**src/rtl/fifo_uart_tx.sv**
```systemverilog
`default_nettype none
// ============================================================================
//  Module      : fifo_uart_tx
//  Description : Drains a 4-bit push-button FIFO one entry at a time. Each
//                entry is popped with a held deq pulse, sampled after the
//                FIFO read latency, converted to an ASCII hex digit and sent
//                as one 8N1 UART frame on txd.
//  Revision    : 1.0 - initial release
// ============================================================================
module fifo_uart_tx #(
  parameter int CLK_DIV  = 868,
  parameter int DEQ_HOLD = 2,
  parameter int RD_LAT   = 4
) (
  input  logic       clk,
  input  logic       rst,
  input  logic       en_i,
  input  logic       empty_i,
  input  logic [3:0] fifo_out_i,
  output logic       deq_o,
  output logic       txd_o,
  output logic       busy_o,
  output logic [7:0] sent_cnt_o
);

  // One shared counter times the deq hold, the read wait and each UART bit,
  // so it is sized for the largest of the three intervals.
  localparam int c_max01   = (CLK_DIV > DEQ_HOLD) ? CLK_DIV : DEQ_HOLD;
  localparam int c_cnt_max = (c_max01 > RD_LAT) ? c_max01 : RD_LAT;
  localparam int c_cnt_w   = (c_cnt_max > 2) ? $clog2(c_cnt_max) : 1;

  localparam logic [c_cnt_w-1:0] c_baud_last = c_cnt_w'(CLK_DIV - 1);
  localparam logic [c_cnt_w-1:0] c_deq_last  = c_cnt_w'(DEQ_HOLD - 1);
  localparam logic [c_cnt_w-1:0] c_wait_last = c_cnt_w'(RD_LAT - 1);

  typedef enum logic [2:0] {
    IDLE  = 3'd0,
    DEQ   = 3'd1,
    WAIT  = 3'd2,
    START = 3'd3,
    DATA  = 3'd4,
    STOP  = 3'd5
  } state_t;

  state_t             state_q;
  logic [c_cnt_w-1:0] cnt_q;
  logic [2:0]         bit_q;
  logic [7:0]         shift_q;
  logic               deq_q;
  logic               txd_q;
  logic               busy_q;
  logic [7:0]         sent_q;

  // Nibble to ASCII hex digit: '0'..'9' then 'A'..'F'.
  function automatic logic [7:0] to_ascii(input logic [3:0] n);
    if (n < 4'd10) begin
      return 8'h30 + {4'h0, n};
    end
    return 8'h37 + {4'h0, n};
  endfunction

  // Pop / wait / frame sequencer; every output is a flop in this block.
  always_ff @(posedge clk) begin
    if (!rst) begin
      state_q <= IDLE;
      cnt_q   <= '0;
      bit_q   <= '0;
      shift_q <= 8'hFF;
      deq_q   <= 1'b0;
      txd_q   <= 1'b1;
      busy_q  <= 1'b0;
      sent_q  <= 8'd0;
    end else begin
      case (state_q)
        IDLE: begin
          txd_q <= 1'b1;
          cnt_q <= '0;
          if (en_i && !empty_i) begin
            deq_q   <= 1'b1;
            busy_q  <= 1'b1;
            state_q <= DEQ;
          end
        end
        DEQ: begin
          if (cnt_q == c_deq_last) begin
            deq_q   <= 1'b0;
            cnt_q   <= '0;
            state_q <= WAIT;
          end else begin
            cnt_q <= cnt_q + 1'b1;
          end
        end
        WAIT: begin
          if (cnt_q == c_wait_last) begin
            shift_q <= to_ascii(fifo_out_i);
            txd_q   <= 1'b0;
            cnt_q   <= '0;
            state_q <= START;
          end else begin
            cnt_q <= cnt_q + 1'b1;
          end
        end
        START: begin
          if (cnt_q == c_baud_last) begin
            txd_q   <= shift_q[0];
            shift_q <= {1'b1, shift_q[7:1]};
            bit_q   <= '0;
            cnt_q   <= '0;
            state_q <= DATA;
          end else begin
            cnt_q <= cnt_q + 1'b1;
          end
        end
        DATA: begin
          if (cnt_q == c_baud_last) begin
            cnt_q <= '0;
            if (bit_q == 3'd7) begin
              txd_q   <= 1'b1;
              state_q <= STOP;
            end else begin
              txd_q   <= shift_q[0];
              shift_q <= {1'b1, shift_q[7:1]};
              bit_q   <= bit_q + 3'd1;
            end
          end else begin
            cnt_q <= cnt_q + 1'b1;
          end
        end
        STOP: begin
          if (cnt_q == c_baud_last) begin
            sent_q  <= sent_q + 8'd1;
            busy_q  <= 1'b0;
            cnt_q   <= '0;
            state_q <= IDLE;
          end else begin
            cnt_q <= cnt_q + 1'b1;
          end
        end
        default: begin
          state_q <= IDLE;
        end
      endcase
    end
  end

  assign deq_o      = deq_q;
  assign txd_o      = txd_q;
  assign busy_o     = busy_q;
  assign sent_cnt_o = sent_q;

endmodule
`default_nettype wire

```
**config.mk**
```make
export PLATFORM = sky130hd
export DESIGN_NAME = fifo_uart_tx
export DESIGN_NICKNAME = d
export VERILOG_FILES = /design/src/rtl/fifo_uart_tx.sv
export SDC_FILE = /design/constraint.sdc
export NUM_CORES = 1
export LEC_CHECK = 0
export CAP_MARGIN = 0
export CORE_MARGIN = 2
export CORE_UTILIZATION = 51
export DETAILED_ROUTE_END_ITERATION = 16
export PLACE_DENSITY = 0.82
export SLEW_MARGIN = 40
export SYNTH_ARGS = -nofsm -noshare
export SYNTH_HDL_FRONTEND = slang
export SYNTH_SLANG_ARGS = --single-unit
```
**constraint.sdc**
```tcl
create_clock -name clk -period 2.43 [get_ports clk]
set_clock_uncertainty 0.2 [all_clocks]
set_input_delay 0.3645 -clock clk [delete_from_list [all_inputs] [get_ports clk]]
set_output_delay 0.3645 -clock clk [all_outputs]
set_load 0.005 [all_outputs]
```
== Yosys cells after proc, flatten, opt, wreduce, memory -nomap -nowiden ==
Cells that the tools add are included.

* Reductions and logical operators: 17
* Order comparisons: 1
* Equality and inequality tests: 17
* Add/subtract/negate cells: 5
* Muxes and demuxes: 36

{| class="wikitable"
|+ Operators by type and width
! cell !! number
|-
| $mux 8 || 6
|-
| $pmux 10 s4 || 1
|-
| $mux 10 || 3
|-
| $mux 3 || 9
|-
| $pmux 8 s3 || 1
|-
| $pmux 3 s6 || 1
|-
| $ne 2x2->1 const B || 8
|-
| $add 6x4->7 const A || 2
|-
| $mux 1 || 11
|-
| $add 10x1->10 const B || 1
|-
| $eq 10x1->1 const B || 1
|-
| $eq 10x10->1 const B || 1
|-
| $eq 10x2->1 const B || 1
|-
| $eq 3x3->1 const B || 3
|-
| $add 8x1->8 const B || 1
|-
| $reduce_and 4->1 || 2
|-
| $reduce_bool 4->1 || 2
|-
| $reduce_and 7->1 || 1
|-
| $eq 3x2->1 const B || 2
|-
| $pmux 3 s2 || 1
|-
| $reduce_and 3->1 || 2
|-
| $reduce_bool 2->1 || 3
|-
| $reduce_and 5->1 || 1
|-
| $lt 4x4->1 const B || 1
|-
| 10 further kinds || 11
|}

* Word-level logic and storage cells: 84
* Output and inout bits: 11
* Register bits: 35
* Input port bits: 8

== Depth between registers and ports, before layout ==
Gate-level depths: netlist of the first run.

* Depth in word-level cells: 8
* Mapped depth: 8
* Gate-level depth less buffers: 8

== Worst setup path before layout of the first run ==
No wires, ideal clock.

* Path type: register to register
* Start: register cnt_q[0]
* End: register shift_q[2]
* Stages on the path, launching flop included: 9
* Clock period less this slack: 2.277 ns
* Data required time: 2.094 ns
* Path buffers: 1
* Arrival time: 1.941 ns
* Setup time: 0.136 ns
* Setup slack: 0.153 ns
* Cells stage by stage: dfxtp_1 > ha_1 > or3b_4 > nor3_2 > nor2_1 > a211oi_2 > buf_4 > mux2i_1 > nand3_1

* Cells in the longest elaborated chain, start to end: 3
* Elaborated cells between the ends (all ways): 6
* Classes of those cells: 5 x eq/ne; 1 x reduce/logical

{| class="wikitable"
|+ RTL lines
! item !! line !! source
|-
| start: declaration || 46 || <nowiki>logic [c_cnt_w-1:0] cnt_q;</nowiki>
|-
| start signal: assignment || 90 || <nowiki>cnt_q <= cnt_q + 1'b1;</nowiki>
|-
| start signal: assignment || 100 || <nowiki>cnt_q <= cnt_q + 1'b1;</nowiki>
|-
| start signal: assignment || 111 || <nowiki>cnt_q <= cnt_q + 1'b1;</nowiki>
|-
| $eq 10x10->1 / $eq 10x2->1 (equally long branches) || 104, 115, 94 ||
|-
| $ne 2x2->1 (no line) || - ||
|-
| $reduce_and 5->1 (no line) * || - ||
|-
| end signal: assignment || 95 || <nowiki>shift_q <= to_ascii(fifo_out_i);</nowiki>
|-
| end signal: assignment || 106 || <nowiki>shift_q <= {1'b1, shift_q[7:1]};</nowiki>
|-
| end signal: assignment || 122 || <nowiki>shift_q <= {1'b1, shift_q[7:1]};</nowiki>
|-
| end: declaration || 48 || <nowiki>logic [7:0] shift_q;</nowiki>
|}

Mark *: on every way between the ends. The rest lies on a longest branch, timed or not.
A chain may end at the register's enable or synchronous reset.

== Final worst setup path of the first run ==
* Start: register cnt_q[1]
* End: register shift_q[3]

Same word-level chain as after synthesis.

==> run_results.csv, run 1 <==
group,metric,value,unit
run_status,status,"finished, final reports clean",
cts,htreeDepth,2,
sta,finalCritPeriodShare,94.4,%
sta,drv_slew,0,
sta,rsz0062_at_grt,"no",
floorplanning,ioPinCount,19,
place,place_area,2160,sq um
floorplanning,std_cell_rows,22,
setup_path,critPathLaunchType,"flop",
global_routing,grt_first_pass_wirelength,6.91,mm
synth,synth_common_cells,"35 x dfxtp_1, 29 x nor2_1, 26 x nand2_1",
synth,synthFlopType,"dfxtp_1",
synth,ys_ff_latch,35,
worst_hold_path,hp-class,"reg2reg",
floorplanning,core,3630,sq um
cts,clock_latency,290,ps
global_routing,antenna_found_initial,0,
layout,fin_nets,273,
synth,seq_area_frac_synth,36.5,%
global_routing,grt_pass1_vias,1596,
route,via_count,1737,
sta,layout_min_cycle_time,2290,ps
synth,synth-edff-count,0,
route,drc,0,
setup_path,cp.required,2410,ps
route,totalWireLength,4.00,mm
layout,area_delta_synth_final,19.0,%
synth,syn_area_per_cell,8.21,sq um
sta,hold_ws,264,ps
floorplanning,die_area,4280,sq um
synth,yosysMostFrequentCell,"dfxtp_1",
synth,netlist_area,1920,sq um
power_and_ir_drop,peakVddDrop,0.337,mV
sta,worstMarginPinSlew,584,ps
layout,fin_area,2290,sq um
floorplanning,fp.dieH,65.4,microns
power_and_ir_drop,p_leak,0.000865,uW
sta,setup_violations,0,
place,gp_congestion,0.862,
sta,worst_slack,137,ps
setup_path,cp-end-kind,"flop",
setup_path,worst-path-max-fanout,11,
cts,cts_buffers,5,
route,dr.pass1.iters,4,
place,hpwl,2.99,mm
synth,syn_inst,234,
synth,syn_nets,248,
cts,clkTransAtPathRegs,70,ps
sta,slew_headroom,60.7,%
global_routing,grt_max_degree,17,
floorplanning,die_w,65.4,microns
global_routing,track_usage,21.1,%
sta,setup_tns,0,ps
synth,synthDistinctLibCells,49,
cts,clock-sinks,35,
cts,cts_root_buf,"clkbuf_8",
setup_path,cp.arrival,2270,ps
synth,yosysTopAreaCellShare,36.5,%
synth,ys_warn_count,0,
power_and_ir_drop,power_density,514,nW/um^2
route,drt_iter0_drc,94,
job,cap_viol_max_count,0,
cts,postCtsSetupRepairBufs,0,
cts,cts_tree,"yes",
layout,drive_gt1_share,11.2,%
synth,yosys-top-cells-area,"dfxtp_1 36%, nor2_1 5.7%, nand2_1 5.1%",
synth,async_reset_ff_share,0,%
route,drt-vias-per-instance,5.64,
global_routing,grt-ovfl-total,0,
place,place_ws,89.4,ps
floorplanning,start_util,52.9,%
synth,synth_top_area_cell,"dfxtp_1",
cts,clockBufferDepth,2,
route,routedWlPerCell,13.0,microns
setup_path,critical_path_class,"reg2reg",
sta,finalHoldViolations,0,
sta,fmax,0.436,GHz
route,ant_nets,0,
layout,diodes,0,
place,port_buffers,18,
[area by class of cell]
cell class,instances,area (sq um)
inverter,8,30.0
clock buffer,5,68.8
timing repair buffer,28,259
sequential,35,701
clock inverter,3,43.8
multi-input combinational,181,1120
fill,318,1350
tap,48,60.1
[timing repair]
action,in CTS,in global routing
hold endpoints to repair,0,0
hold buffers,0,0
endpoints found under the setup margin,0,6
gates resized for setup,0,3
[registers in the layout, indices dropped and copies added, names as in the netlist]
name,cells
bit_q,3
busy_o,1
cnt_q,10
deq_o,1
sent_cnt_o,8
shift_q,8
state_q,3
txd_o,1
[per-layer routing]
metal | wire length [microns] | up-vias | share of wire [%] | global-route usage [%]
li1 | - | 883 | - | -
met1 | 1740 | 804 | 44 | 24.9
met2 | 2010 | 42 | 50 | 35.2
met3 | 154 | 8 | 3.8 | 4.97
met4 | 96 | 0 | 2.4 | 11.2
met5 | 0 | - | 0 | 0
[path summary, 6_finish.rpt]
path,from,endpoint,slack (ps),cells after the start
hold reg to reg,bit_q[2],bit_q[2],260,2
hold / removal,bit_q[2],bit_q[2],260,2
setup / recovery,cnt_q[1],shift_q[3],140,8
setup reg to reg,cnt_q[1],shift_q[3],140,8
[logic make-up (layout without fill, tap and decap cells)]
| logic type | count (synthesis) | in the layout | synth area share (%) |
|---|---|---|---|
| multiplexers | 6 | 6 | 3.13 |
| buffers and inverters | 18 | 44 | 5.47 |
| XOR/XNOR | 8 | 8 | 3.65 |
| AND/OR/NAND/NOR | 112 | 112 | 31.2 |
| adder cells (fa/ha/maj) | 6 | 6 | 3.91 |
| flip-flops | 35 | 35 | 36.5 |
| AO/OA/AOI/OAI | 49 | 49 | 16.2 |
[power by group]
group / internal, uW / total (uW) / switching (uW)
clock network: 305 / 518 / 213
logic: 35.8 / 76.4 / 40.5
registers: 578 / 582 / 3.82
total: 919 / 1180 / 257
[metrics by stage]
| stage | util [%] | power [uW] | instances |
|---|---|---|---|
| 6_report | 62.9 | 1180 | 308 |
| 5_1_grt | 62.9 | 1220 | 308 |
| 4_1_cts | 62.6 | 1190 | 308 |
| 3_5_place_dp | 59.5 | 671 | 300 |
| 3_3_place_gp | 59.5 | 670 | 300 |
| 2_1_floorplan | - | 640 | 234 |
[critical path, stage by stage, from the launching register on]
cell and delay (ps):
dfxtp_1 380, ha_2 220, or3b_4 420, nor3_4 160, nor2_1 80, a211oi_2 220, buf_6 180, nor2b_1 50
a311o_1 270
[cell usage in the layout, fill, tap and decap left out, drive strengths merged, types with 2 or more instances in the layout]
cell type      instances
clkinv                 2
o21ai                 11
or3                    2
nand2                 26
nor3                   6
nand3                 18
a21o                   2
a21oi                 14
a211oi                 3
nor4                   4
xor2                   5
nand3b                 4
dfxtp                 35
mux2i                  6
ha                     6
clkdlybuf4s50         18
nand2b                 4
and3                   4
and4                   2
a311o                  2
buf                   10
clkbuf                 5
o21bai                 3
nor3b                  3
a31oi                  6
or3b                   2
nand4                  3
inv                    8
xnor2                  3
o31a                   2
o211ai                 2
nor2                  29
Note: power is estimated with default switching activity, not from simulation.
==> run 2, diff against run 1 <==
--- a/config.mk
+++ b/config.mk
@@ -6,6 +6,7 @@
 export NUM_CORES = 1
 export LEC_CHECK = 0
 export CAP_MARGIN = 0
+export CORE_ASPECT_RATIO = 1.4
 export CORE_MARGIN = 2
 export CORE_UTILIZATION = 51
 export DETAILED_ROUTE_END_ITERATION = 16
==> run 2 against run 1 <==
  * Via count is 0.69% higher
  * Setup slack worse by 44 ps
  * Largest cell class unchanged
  * Largest power group unchanged
  * Hold slack better by 2.6 ps
  * Critical endpoint unchanged
==> run_results.csv, run 2 (synthesis results as in run 1) <==
group,metric,value,unit
setup_path,rr_worst_depth,8,
setup_path,critical_path.top_delay_family,"simple AND/OR/NAND/NOR gates",
floorplanning,fp.dieH,76.6,microns
run_status,status,"finished, final reports clean",
setup_path,cpMaxStageDelayCell,"or3b_4",
layout,fin_area,2260,sq um
floorplanning,start_util,52.7,%
power_and_ir_drop,p_seq_share,54.5,%
route,drc,0,
cts,cts_root_buf,"clkbuf_8",
cts,clockBufferDepth,2,
cts,cts_tree,"yes",
power_and_ir_drop,p_sw,256,uW
layout,fin_nets,274,
layout,final_cell_mix,"34 x dfxtp_1, 29 x nor2_1, 26 x nand2_1",
layout,layout.cells.non_filler,303,
global_routing,track_usage,20.7,%
floorplanning,std_cell_rows,26,
power_and_ir_drop,clkPwrFrac,38.5,%
power_and_ir_drop,combPwrFrac,7.1,%
setup_path,reg2reg_slack,90,ps
sta,worst_slack,93.1,ps
global_routing,grt_pass1_vias,1625,
layout,final_util,62.1,%
cts,cts_hold_buf,0,
place,hpwl,2.95,mm
setup_path,r2r-start,"cnt_q[1]",
setup_path,cp-end-kind,"flop",
setup_path,cp_num_cells,8,
place,gp_congestion,0.876,
route,via_count,1749,
route,totalWireLength,4.10,mm
global_routing,grt_first_pass_wirelength,7.12,mm
setup_path,r2r_end,"shift_q[3]",
sta,drv_slew,0,
layout,layout.cells.most_common,"dfxtp_1",
floorplanning,core,3640,sq um
route,ant_nets,0,
layout,num-fill-cells,321,
route,drt-met1-wl,1.74,mm
route,routedWlPerCell,13.5,microns
setup_path,cp.arrival,2320,ps
sta,fmax,0.428,GHz
sta,setup_violations,0,
sta,finalCritPeriodShare,96.2,%
cts,clkTransAtPathRegs,70,ps
floorplanning,ioPinCount,19,
cts,clock-sinks,35,
route,drt_iter0_drc,72,
power_and_ir_drop,peakVddDrop,0.494,mV
job,cap_viol_max_count,0,
floorplanning,die_area,4280,sq um
setup_path,cp-endpoint,"shift_q[3]",
setup_path,worst-path-max-fanout,8,
sta,worstMarginPinSlew,604,ps
route,dr.pass1.iters,4,
cts,cts_buffers,5,
route,met3_length,165,microns
global_routing,antenna_found_initial,0,
global_routing,grt-ovfl-total,0,
power_and_ir_drop,power_density,473,nW/um^2
setup_path,cp.required,2410,ps
layout,largest_register,"cnt_q",
place,dp.cells,293,
setup_path,critPathLaunchType,"flop",
worst_hold_path,hp-class,"reg2reg",
power_and_ir_drop,internal_power,814,uW
sta,slew_headroom,59.3,%
cts,clock_latency,290,ps
setup_path,critical_path_class,"reg2reg",
layout,drive_gt1_share,11.9,%
power_and_ir_drop,p_sw_share,23.9,%
layout,largest_reg_flops,10,
setup_path,worstSetupStartpoint,"cnt_q[1]",
sta,layout_min_cycle_time,2340,ps
floorplanning,die_w,55.9,microns
setup_path,cp.buffers_inverters,1,
global_routing,grt_max_degree,17,
layout,area_delta_synth_final,17.8,%
setup_path,path_cells,"ha_1 -> or3b_4 -> nor3_4 -> nor2_1 -> a211oi_2 -> buf_6 -> nor2b_1 -> a311o_1",
place,port_buffers,18,
power_and_ir_drop,p_leak,0.000857,uW
place,place_ws,35.6,ps
route,highest_layer,"met4",
setup_path,slowest_delay,420,ps
layout,diodes,0,
route,drt-vias-per-instance,5.77,
sta,finalHoldViolations,0,
power_and_ir_drop,p_total,1070,uW
place,place_area,2150,sq um
route,routed-wl-met2,2.11,mm
cts,htreeDepth,2,
==> run 2: timing repair <==
action,4_1_cts,5_1_grt
hold endpoints to repair,0,0
buffers inserted,0,2
resized for setup,0,5
setup endpoints to repair,0,17
==> run 2: worst min path at each step <==
| stage | cells past startpoint | to | start | slack, ps |
|---|---|---|---|---|
| finish | 2 | bit_q[1] | bit_q[1] | 270 |
| detailed placement | 2 | bit_q[1] | bit_q[1] | 260 |
| floorplan | 2 | shift_q[2] | shift_q[3] | 230 |
| global route | 2 | bit_q[1] | bit_q[1] | 290 |
| CTS | 2 | bit_q[1] | bit_q[1] | 260 |
| global placement | 2 | bit_q[2] | bit_q[2] | 240 |
==> run 2: power groups by stage <==
stage	Clock (uW)	Combinational (uW)	Sequential, uW
floorplan	0	44.8	595
global placement	0	73.9	595
detailed placement	0	75.1	596
CTS	426	75.5	582
global route	441	84.0	583
finish	412	75.5	583
==> run 2: metrics by stage <==
| stage | setup TNS [ps] | hold WS [ps] |
|---|---|---|
| 5_1_grt | -71.9 | 286 |
| 2_1_floorplan | 0 | 233 |
| 4_1_cts | 0 | 265 |
| 3_5_place_dp | 0 | 256 |
| 3_3_place_gp | 0 | 243 |
| 6_report | 0 | 267 |
==> run 2: worst min-delay path, delay by kind of cell, from the launching register on <==
family             cells  cell delay [ps]
and+or+nand+nor        1               50
DFF                    1              310
AOI/OAI and AO/OA      1               50
==> run 2: metal layers <==
layer | track usage (%) | up-vias
li1 | - | 880
met1 | 24.0 | 829
met2 | 35.5 | 34
met3 | 6.11 | 6
met4 | 8.10 | 0
met5 | 0 | -
==> run 2: area by class of cell <==
cell class,count,area [sq um],share of cell area [%]
repair buffers,29,267,11.8
flip-flops and latches,35,702,31.0
inverters,8,30.0,1.33
well taps,42,52.6,2.32
clock inverters,2,12.5,0.553
multi-input cells,181,1130,49.8
clock buffers,6,72.6,3.21
